===== src/rtl/nor_op_identifier_pkg.sv =====
// Shared definitions for the NOR logic-unit observer: sel codes, reference
// truth tables (bit index = {a,b}) and the FSM state encoding.
package lab2_op_pkg;

    localparam logic [2:0] OP_NOT  = 3'd0;
    localparam logic [2:0] OP_NOR  = 3'd1;
    localparam logic [2:0] OP_AND  = 3'd2;
    localparam logic [2:0] OP_OR   = 3'd3;
    localparam logic [2:0] OP_XOR  = 3'd4;
    localparam logic [2:0] OP_XNOR = 3'd5;
    localparam logic [2:0] OP_NAND = 3'd6;

    localparam logic [3:0] TT_NOT  = 4'b0011;
    localparam logic [3:0] TT_NOR  = 4'b0001;
    localparam logic [3:0] TT_AND  = 4'b1000;
    localparam logic [3:0] TT_OR   = 4'b1110;
    localparam logic [3:0] TT_XOR  = 4'b0110;
    localparam logic [3:0] TT_XNOR = 4'b1001;
    localparam logic [3:0] TT_NAND = 4'b0111;

    typedef enum logic [1:0] {
        ST_IDLE   = 2'd0,
        ST_SETTLE = 2'd1,
        ST_SAMPLE = 2'd2,
        ST_DECODE = 2'd3
    } state_t;

endpackage


===== src/rtl/nor_op_identifier_if.sv =====
// Bus between the observer and whoever drives start / provides the unit's out.
interface nor_op_identifier_if;
    logic       start;
    logic       dut_out;
    logic       dut_a;
    logic       dut_b;
    logic       busy;
    logic       done;
    logic [3:0] truth_table;
    logic [2:0] sel_found;
    logic       valid_op;

    modport master (
        output start, dut_out,
        input  dut_a, dut_b, busy, done, truth_table, sel_found, valid_op
    );

    modport slave (
        input  start, dut_out,
        output dut_a, dut_b, busy, done, truth_table, sel_found, valid_op
    );
endinterface


===== src/rtl/nor_op_identifier_decoder.sv =====
// Combinational truth-table to sel decoder. Sel 7 (second NAND) is
// indistinguishable from sel 6 and therefore always reported as 6.
module op_tt_decoder
    import lab2_op_pkg::*;
(
    input  logic [3:0] truth_table,
    output logic [2:0] sel_found,
    output logic       valid_op
);

    always_comb begin
        sel_found = OP_NOT;
        valid_op  = 1'b0;
        case (truth_table)
            TT_NOT:  begin sel_found = OP_NOT;  valid_op = 1'b1; end
            TT_NOR:  begin sel_found = OP_NOR;  valid_op = 1'b1; end
            TT_AND:  begin sel_found = OP_AND;  valid_op = 1'b1; end
            TT_OR:   begin sel_found = OP_OR;   valid_op = 1'b1; end
            TT_XOR:  begin sel_found = OP_XOR;  valid_op = 1'b1; end
            TT_XNOR: begin sel_found = OP_XNOR; valid_op = 1'b1; end
            TT_NAND: begin sel_found = OP_NAND; valid_op = 1'b1; end
            default: begin sel_found = OP_NOT;  valid_op = 1'b0; end
        endcase
    end

endmodule


===== src/rtl/nor_op_identifier.sv =====
// Observer top: sweeps {a,b} over 00..11, samples the unit's out after a
// settle window, builds the truth table and registers the decoded sel.
module nor_op_identifier
    import lab2_op_pkg::*;
#(
    parameter int SETTLE_CYCLES = 1
) (
    input  logic                  clk,
    input  logic                  rst,
    nor_op_identifier_if.slave    bus
);

    localparam logic [3:0] CNT_LAST = 4'(SETTLE_CYCLES - 1);

    state_t     state_reg, state_next;
    logic [1:0] idx_reg, idx_next;
    logic [3:0] cnt_reg, cnt_next;
    logic       dut_a_reg, dut_a_next;
    logic       dut_b_reg, dut_b_next;
    logic       busy_reg, busy_next;
    logic       done_reg, done_next;
    logic [3:0] tt_reg, tt_next;
    logic [2:0] sel_reg, sel_next;
    logic       valid_reg, valid_next;

    logic [2:0] dec_sel;
    logic       dec_valid;
    logic [1:0] idx_inc;

    op_tt_decoder u_decoder (
        .truth_table (tt_reg),
        .sel_found   (dec_sel),
        .valid_op    (dec_valid)
    );

    assign idx_inc = idx_reg + 2'd1;

    always_comb begin
        state_next = state_reg;
        idx_next   = idx_reg;
        cnt_next   = cnt_reg;
        dut_a_next = dut_a_reg;
        dut_b_next = dut_b_reg;
        busy_next  = busy_reg;
        done_next  = 1'b0;
        tt_next    = tt_reg;
        sel_next   = sel_reg;
        valid_next = valid_reg;

        case (state_reg)
            ST_IDLE: begin
                // busy covers the done cycle, which is spent in IDLE
                busy_next = 1'b0;
                if (bus.start) begin
                    state_next = ST_SETTLE;
                    idx_next   = 2'd0;
                    cnt_next   = 4'd0;
                    dut_a_next = 1'b0;
                    dut_b_next = 1'b0;
                    tt_next    = 4'd0;
                    busy_next  = 1'b1;
                end
            end
            ST_SETTLE: begin
                cnt_next = cnt_reg + 4'd1;
                if (cnt_reg == CNT_LAST) begin
                    state_next = ST_SAMPLE;
                end
            end
            ST_SAMPLE: begin
                tt_next[idx_reg] = bus.dut_out;
                if (idx_reg == 2'd3) begin
                    state_next = ST_DECODE;
                end else begin
                    state_next = ST_SETTLE;
                    idx_next   = idx_inc;
                    cnt_next   = 4'd0;
                    dut_a_next = idx_inc[1];
                    dut_b_next = idx_inc[0];
                end
            end
            ST_DECODE: begin
                sel_next   = dec_sel;
                valid_next = dec_valid;
                done_next  = 1'b1;
                state_next = ST_IDLE;
            end
            default: begin
                state_next = ST_IDLE;
            end
        endcase
    end

    always_ff @(posedge clk) begin
        if (rst) begin
            state_reg <= ST_IDLE;
            idx_reg   <= 2'd0;
            cnt_reg   <= 4'd0;
            dut_a_reg <= 1'b0;
            dut_b_reg <= 1'b0;
            busy_reg  <= 1'b0;
            done_reg  <= 1'b0;
            tt_reg    <= 4'd0;
            sel_reg   <= 3'd0;
            valid_reg <= 1'b0;
        end else begin
            state_reg <= state_next;
            idx_reg   <= idx_next;
            cnt_reg   <= cnt_next;
            dut_a_reg <= dut_a_next;
            dut_b_reg <= dut_b_next;
            busy_reg  <= busy_next;
            done_reg  <= done_next;
            tt_reg    <= tt_next;
            sel_reg   <= sel_next;
            valid_reg <= valid_next;
        end
    end

    assign bus.dut_a       = dut_a_reg;
    assign bus.dut_b       = dut_b_reg;
    assign bus.busy        = busy_reg;
    assign bus.done        = done_reg;
    assign bus.truth_table = tt_reg;
    assign bus.sel_found   = sel_reg;
    assign bus.valid_op    = valid_reg;

endmodule


===== src/flat_wrapper.sv =====
// flat-port wrapper written by rule: the top's interface ports become plain ports
module nor_op_identifier_flat import lab2_op_pkg::*;
#(
    parameter int SETTLE_CYCLES = 1
)
  (clk, rst, bus_start, bus_dut_out, bus_dut_a, bus_dut_b, bus_busy, bus_done, bus_truth_table, bus_sel_found, bus_valid_op);
  nor_op_identifier_if bus_i ();
  input  logic clk;
  input  logic rst;
  input wire logic [$bits(bus_i.start)-1:0] bus_start;
  input wire logic [$bits(bus_i.dut_out)-1:0] bus_dut_out;
  output wire logic [$bits(bus_i.dut_a)-1:0] bus_dut_a;
  output wire logic [$bits(bus_i.dut_b)-1:0] bus_dut_b;
  output wire logic [$bits(bus_i.busy)-1:0] bus_busy;
  output wire logic [$bits(bus_i.done)-1:0] bus_done;
  output wire logic [$bits(bus_i.truth_table)-1:0] bus_truth_table;
  output wire logic [$bits(bus_i.sel_found)-1:0] bus_sel_found;
  output wire logic [$bits(bus_i.valid_op)-1:0] bus_valid_op;
  assign bus_i.start = bus_start;
  assign bus_i.dut_out = bus_dut_out;
  assign bus_dut_a = bus_i.dut_a;
  assign bus_dut_b = bus_i.dut_b;
  assign bus_busy = bus_i.busy;
  assign bus_done = bus_i.done;
  assign bus_truth_table = bus_i.truth_table;
  assign bus_sel_found = bus_i.sel_found;
  assign bus_valid_op = bus_i.valid_op;
  nor_op_identifier #(.SETTLE_CYCLES(SETTLE_CYCLES)) u_core (.clk(clk), .rst(rst), .bus(bus_i));
endmodule

===== config.mk =====
export PLATFORM = sky130hd
export DESIGN_NAME = nor_op_identifier_flat
export DESIGN_NICKNAME = d
export VERILOG_FILES = /design/src/rtl/nor_op_identifier_pkg.sv /design/src/rtl/nor_op_identifier_if.sv /design/src/rtl/nor_op_identifier_decoder.sv /design/src/rtl/nor_op_identifier.sv /design/src/flat_wrapper.sv
export SDC_FILE = /design/constraint.sdc
export NUM_CORES = 1
export LEC_CHECK = 0
export ABC_AREA = 1
export BUFFER_PORTS_ARGS = -buffer_cell sky130_fd_sc_hd__buf_2
export CAP_MARGIN = 20
export CORE_UTILIZATION = 55
export CTS_BUF_LIST = sky130_fd_sc_hd__clkbuf_4
export CTS_CLUSTER_DIAMETER = 120
export DETAILED_ROUTE_END_ITERATION = 16
export GPL_TIMING_DRIVEN = 0
export PLACE_DENSITY = 0.79
export REMOVE_ABC_BUFFERS = 1
export SLEW_MARGIN = 20
export SYNTH_ARGS = -nofsm -noshare
export SYNTH_HDL_FRONTEND = slang
export SYNTH_SLANG_ARGS = --single-unit
export TNS_END_PERCENT = 5

===== constraint.sdc =====
create_clock -name clk -period 1.7 [get_ports clk]
set_input_delay 0.34 -clock clk [delete_from_list [all_inputs] [get_ports clk]]
set_output_delay 0.34 -clock clk [all_outputs]
set_load 0.01 [all_outputs]

==> results of run 1 <==
-- per-stage QoR --
step,hold slack [ps],cells,util
after detailed placement,481,158,0.654
after global placement,462,158,0.654
after floorplan,409,127,-
final,357,162,0.671
after CTS,341,162,0.671
after global routing,360,162,0.671
-- cell type report --
class	instances	area, um2	area share
clock buffer	3	22.5	0.0220
clock inverter	1	3.75	0.00367
multi-input combinational	93	480	0.470
sequential	18	360	0.353
inverter	16	60.1	0.0588
tap	16	20.0	0.0196
timing repair buffer	15	75.1	0.0734
-- Yosys cell counts, drive strengths merged --
master / count / area [um2]
or2: 1 / 6.26
nand2: 37 / 149
o21ai: 10 / 50.1
ha: 6 / 75.1
o211ai: 1 / 7.51
nand4: 3 / 18.8
nand3: 8 / 40.0
nor2: 13 / 63.8
clkbuf: 1 / 3.75
a21oi: 14 / 70.1
inv: 16 / 60.1
dfxtp: 18 / 360
-- placed cells by master, fill, tap and decap left out --
cell,count
a21oi_1,14
buf_2,15
clkbuf_4,3
clkinv_1,1
dfxtp_1,18
ha_1,6
inv_1,14
inv_2,2
nand2_1,35
nand2_2,1
nand2_4,1
nand3_1,8
nand4_1,3
nor2_1,11
nor2_4,2
o211ai_1,1
o21ai_0,10
or2_2,1
-- cell families (layout without fill, tap and decap cells) --
logic type      Yosys count  in the layout  synth area share
simple gates             62             62             0.307
compound gates           25             25             0.141
flops                    18             18             0.398
buf+inv                  17             35            0.0705
fa+ha+maj                 6              6            0.0830
-- worst max path at each step --
stage,end,slack [ps]
global placement,u_core.bus.dut_b$_SDFFE_PP0P_,540
CTS,bus_truth_table[0],480
detailed placement,u_core.bus.dut_b$_SDFFE_PP0P_,510
global route,u_core.bus.dut_b$_SDFFE_PP0P_,320
floorplan,u_core.cnt_reg[3]$_SDFFE_PP0P_,650
finish,u_core.bus.dut_b$_SDFFE_PP0P_,470
-- power by group --
part	total (mW)	switching (mW)	leakage, nW	internal, mW
clock	0.212	0.127	0.0154	0.0854
sequential	0.451	0.0163	0.146	0.435
combinational	0.0921	0.0594	0.336	0.0327
-- layer usage --
metal,share of wire,up-vias
met1,0.49,353
li1,-,453
met2,0.45,19
met4,0.025,0
met3,0.037,4
met5,0,-
==> impl_metrics.yaml, run 1 <==
setup_path:
  cp_num_buf_inv: 1
  cpMostUsedCell: "nand2_1"
  reg2reg_depth: 7
  cp.arrival_ps: 1410
  r2r-end: "u_core.bus.dut_b$_SDFFE_PP0P_"
  r2r_setup_slack_ps: 470
  worstSetupPathType: "flop to flop"
  crit_start: "u_core.state_reg[1]$_SDFFE_PP0P_"
  critPathLaunchType: "flop"
  critPathSlowestCell: "dfxtp_1"
  worstPathMaxFanout: 9
  crit_required_ps: 1890
  cp-end-kind: "flop"
  path_cells: "inv_2 -> nor2_4 -> nand2_1 -> nand2_1 -> nand2_1 -> nand2_1 -> nor2_1"
  timing.rr.start: "u_core.state_reg[1]$_SDFFE_PP0P_"
  cp.depth: 7
  cpLargestDelayFamily: "simple AND/OR/NAND/NOR gates"
  cpPeakStageDelay_ps: 460
power:
  irDropWorstVdd_mv: 0.519
  p_total_uw: 755
  leakage_nw: 0.498
  p_per_area_nw_per_um2: 739
logic_synthesis:
  synthDistinctLibCells: 16
  yosysWarnings: 0
  syn_area_um2: 905
  seq_area_frac_synth: 0.398
  synth_area_per_cell_um2: 7.07
  ys_ff_latch: 18
  synthCells: 128
timing:
  final.setup.tns_ps: 0
  rsz0062_at_grt: "false"
  fmax_mhz: 816
  min_period_ps: 1230
  relSlewSlack: 0.803
  hold_violations: 0
  setup_viol: 0
  skew_ps: 3.27
  tightestPinTransition_ps: 294
  layout_setup_ws_ps: 475
  slew_violations: 0
  finalCritPeriodShare: 0.721
layout:
  drive_above_1_share: 0.171
  area_delta_synth_final_pct: 13.0
  antenna_cells: 0
  fillers: 139
  fin_area_um2: 1020
  nets: 157
clock_network:
  htreeDepth: 1
  clockBufferDepth: 2
  path_clk_slew_ps: 100
  post-cts-setup-buffers: 0
  cts_resized: 0
  cts_inserted_buffers: 3
  clk_latency_ps: 290
  cts_hold_buf: 0
  cts_tree: "yes"
  clk_root_buffer_cell: "clkbuf_4"
  cts_sinks: 18
route:
  antenna_left: 0
  finalWirelength_um: 1650
  drt-initial-drc-count: 22
  route.detailed.drc: 0
  vias: 829
  viasPerCell: 5.12
  firstDrtPassIters: 4
  avgRoutedWirePerCell_um: 10.2
die:
  dieWidth_um: 42.6
  num_rows: 14
  die-height_um: 42.6
  core_area_um2: 1520
  die_area_um2: 1810
  initial_core_util: 0.594
  pin_count: 16
run_status:
  status: "complete, no violations"
global_route:
  grtUsageMet1: 0.278
  gr-usage-met2: 0.326
  grt_pass1_wl_um: 2880
  grtUsageMet3: 0.0259
  grt_overflow_total: 0
  grt_max_degree: 12
  antenna_found_initial: 0
  grt_use_total: 0.211
  globalRoute.busiestLayer: "met2"
  grt_pass1_vias: 688
min_path:
  hold_path.class: "input port to flop"
  whs_endpoint: "u_core.cnt_reg[2]$_SDFFE_PP0P_"
  worstHoldPathCells: 2
  min_from: "rst"
placed_design:
  pre_cts_ws_ps: 506
  gp_congestion: 0.812
  place_area_um2: 996
  dp_hpwl_um: 1230
  io_buffer_count: 15
run:
  cap_violations: 0
No activity file was read; power rests on OpenSTA's default activity.
==> run 2: changes to the inputs <==
Settings changed: CORE_UTILIZATION 55 to 51, PLACE_DENSITY 0.79 to 0.77.
Clock period 1.7 ns to 1 ns, I/O delays scaled along.
==> run 2 against run 1 <==
Effect of this change: the flow now finishes with violations (negative setup slack); final cell count up 3.7%; power increased by 75%; largest power group unchanged; first-iteration DRC count unchanged; critical path type unchanged; sequential power up 68%; non-clock buffer count is 6 higher; worst hold slack got worse by 150 ps; core utilization increased by 8.7 points; highest routed layer unchanged; clock power rose by 72%.
==> impl_metrics.yaml, run 2 (same netlist as run 1, synthesis figures left out) <==
run_status:
  status: "finished with violations"
  violations: "negative setup slack"
power:
  p_total_mw: 1.32
  p_per_area_nw_per_um2: 1110
  leakage_nw: 0.540
  irDropWorstVdd_mv: 0.865
placed_design:
  dp_hpwl_um: 1300
  gp_congestion: 0.830
  place_area_um2: 996
  io_buffer_count: 15
  pre_cts_ws_ps: -183
layout:
  drive_above_1_share: 0.382
  layout.cells.most_common_list: "nand2_1, a21oi_1, inv_1"
  post-route-util: 0.758
  fin_area_um2: 1190
  fillers: 117
  nets: 163
  area_delta_synth_final_pct: 32.1
  final_common_cell: "nand2_1"
  antenna_cells: 0
route:
  firstDrtPassIters: 6
  route.detailed.drc: 0
  avgRoutedWirePerCell_um: 12.8
  drt-initial-drc-count: 22
  viasPerCell: 5.39
  vias: 906
  antenna_left: 0
  finalWirelength_um: 2150
setup_path:
  cp_num_buf_inv: 2
  cp.arrival_ps: 1290
  critPathSlowestCell: "dfxtp_4"
  critPathLaunchType: "flop"
  cpPeakStageDelay_ps: 380
  cp-end-kind: "flop"
  cpMostUsedCell: "nand2_1"
  crit_required_ps: 1230
  cpLargestDelayFamily: "simple AND/OR/NAND/NOR gates"
  path_cells: "inv_2 -> nor2_4 -> buf_4 -> nand2_1 -> nand2_1 -> nand2_1 -> nor2_1"
  worstPathMaxFanout: 7
  worstSetupPathType: "flop to flop"
timing:
  setup_viol: 12
  slew_violations: 0
  fmax_mhz: 942
  min_period_ps: 1060
  hold_violations: 0
  holdWs_ps: 205
  relSlewSlack: 0.782
  rsz0062_at_grt: "true"
  finalCritPeriodShare: 1.06
  skew_ps: 6.28
  layout_setup_ws_ps: -61.6
  tightestPinTransition_ps: 327
clock_network:
  cts_inserted_buffers: 3
  clk_latency_ps: 290
  clk_root_buffer_cell: "clkbuf_4"
  htreeDepth: 1
  clockBufferDepth: 2
  path_clk_slew_ps: 90
  cts_sinks: 18
  cts_tree: "yes"
die:
  initial_core_util: 0.574
  die_area_um2: 1950
  die-height_um: 44.1
  num_rows: 14
  pin_count: 16
  core_area_um2: 1580
  dieWidth_um: 44.1
global_route:
  grt_overflow_total: 0
  grt_max_degree: 12
  grt_pass1_vias: 819
  antenna_found_initial: 0
  grt_use_total: 0.225
  grt_pass1_wl_um: 3310
min_path:
  hold_path.class: "input port to flop"
run:
  cap_violations: 0
==> run 2: cell count changes in the layout (fill, tap and decap cells not counted), moves of 4 or more <==
cell | before | now
buf_2 | 15 | 10
dfxtp_4 | 0 | 10
buf_6 | 0 | 5
dfxtp_1 | 18 | 4
buf_4 | 0 | 6
dfxtp_2 | 0 | 4
o21ai_0 | 10 | 5
==> run 2: power by group <==
group          internal, mW  switching [mW]
sequential            0.725          0.0334
combinational        0.0803           0.119
clock                 0.145           0.218
==> run 2: metrics by stage <==
stage          instances  setup TNS [ps]
6_report             168            -380
2_1_floorplan        127            -254
5_1_grt              168           -1590
4_1_cts              166            -274
3_5_place_dp         158           -1710
3_3_place_gp         158           -1390
==> run 2: worst register-to-register path, cell delays in order (launching register included) <==
cell and delay [ps]:
dfxtp_4 380, inv_2 50, nor2_4 180, buf_4 150
nand2_1 50, nand2_1 70, nand2_1 40, nor2_1 80
==> run 2: layer usage <==
metal | track usage | vias to the layer above | wire length [um]
li1 | - | 463 | -
met1 | 0.280 | 412 | 942
met2 | 0.385 | 25 | 1110
met3 | 0.0612 | 6 | 83
met4 | 0.0545 | 0 | 20
met5 | 0 | - | 0
==> run 2: worst paths after layout <==
kind | slack [ps] | startpoint | cells past startpoint | end
setup / recovery | -60 | u_core.state_reg[1]$_SDFFE_PP0P_ | 7 | u_core.bus.dut_b$_SDFFE_PP0P_
setup reg to reg | -60 | u_core.state_reg[1]$_SDFFE_PP0P_ | 7 | u_core.bus.dut_b$_SDFFE_PP0P_
hold reg to reg | 490 | u_core.bus.busy$_SDFFE_PP0P_ | 2 | u_core.bus.busy$_SDFFE_PP0P_
hold / removal | 200 | rst | 2 | u_core.state_reg[1]$_SDFFE_PP0P_
==> run 2: layout make-up <==
cell class	count	area [um2]	share of cell area
inverters	16	62.6	0.0524
multi-input cells	93	532	0.445
well taps	16	20.0	0.0168
clock buffers	3	22.5	0.0188
clock inverters	1	3.75	0.00314
flip-flops and latches	18	403	0.337
repair buffers	21	151	0.127
==> run 2: timing repair <==
action | CTS | global route
resized for setup | 25 | 25
endpoints found under the setup margin | 22 | 26
hold buffers | 0 | 0
setup buffers | 4 | 2
pin swaps | 2 | 4
gates cloned | 0 | 0
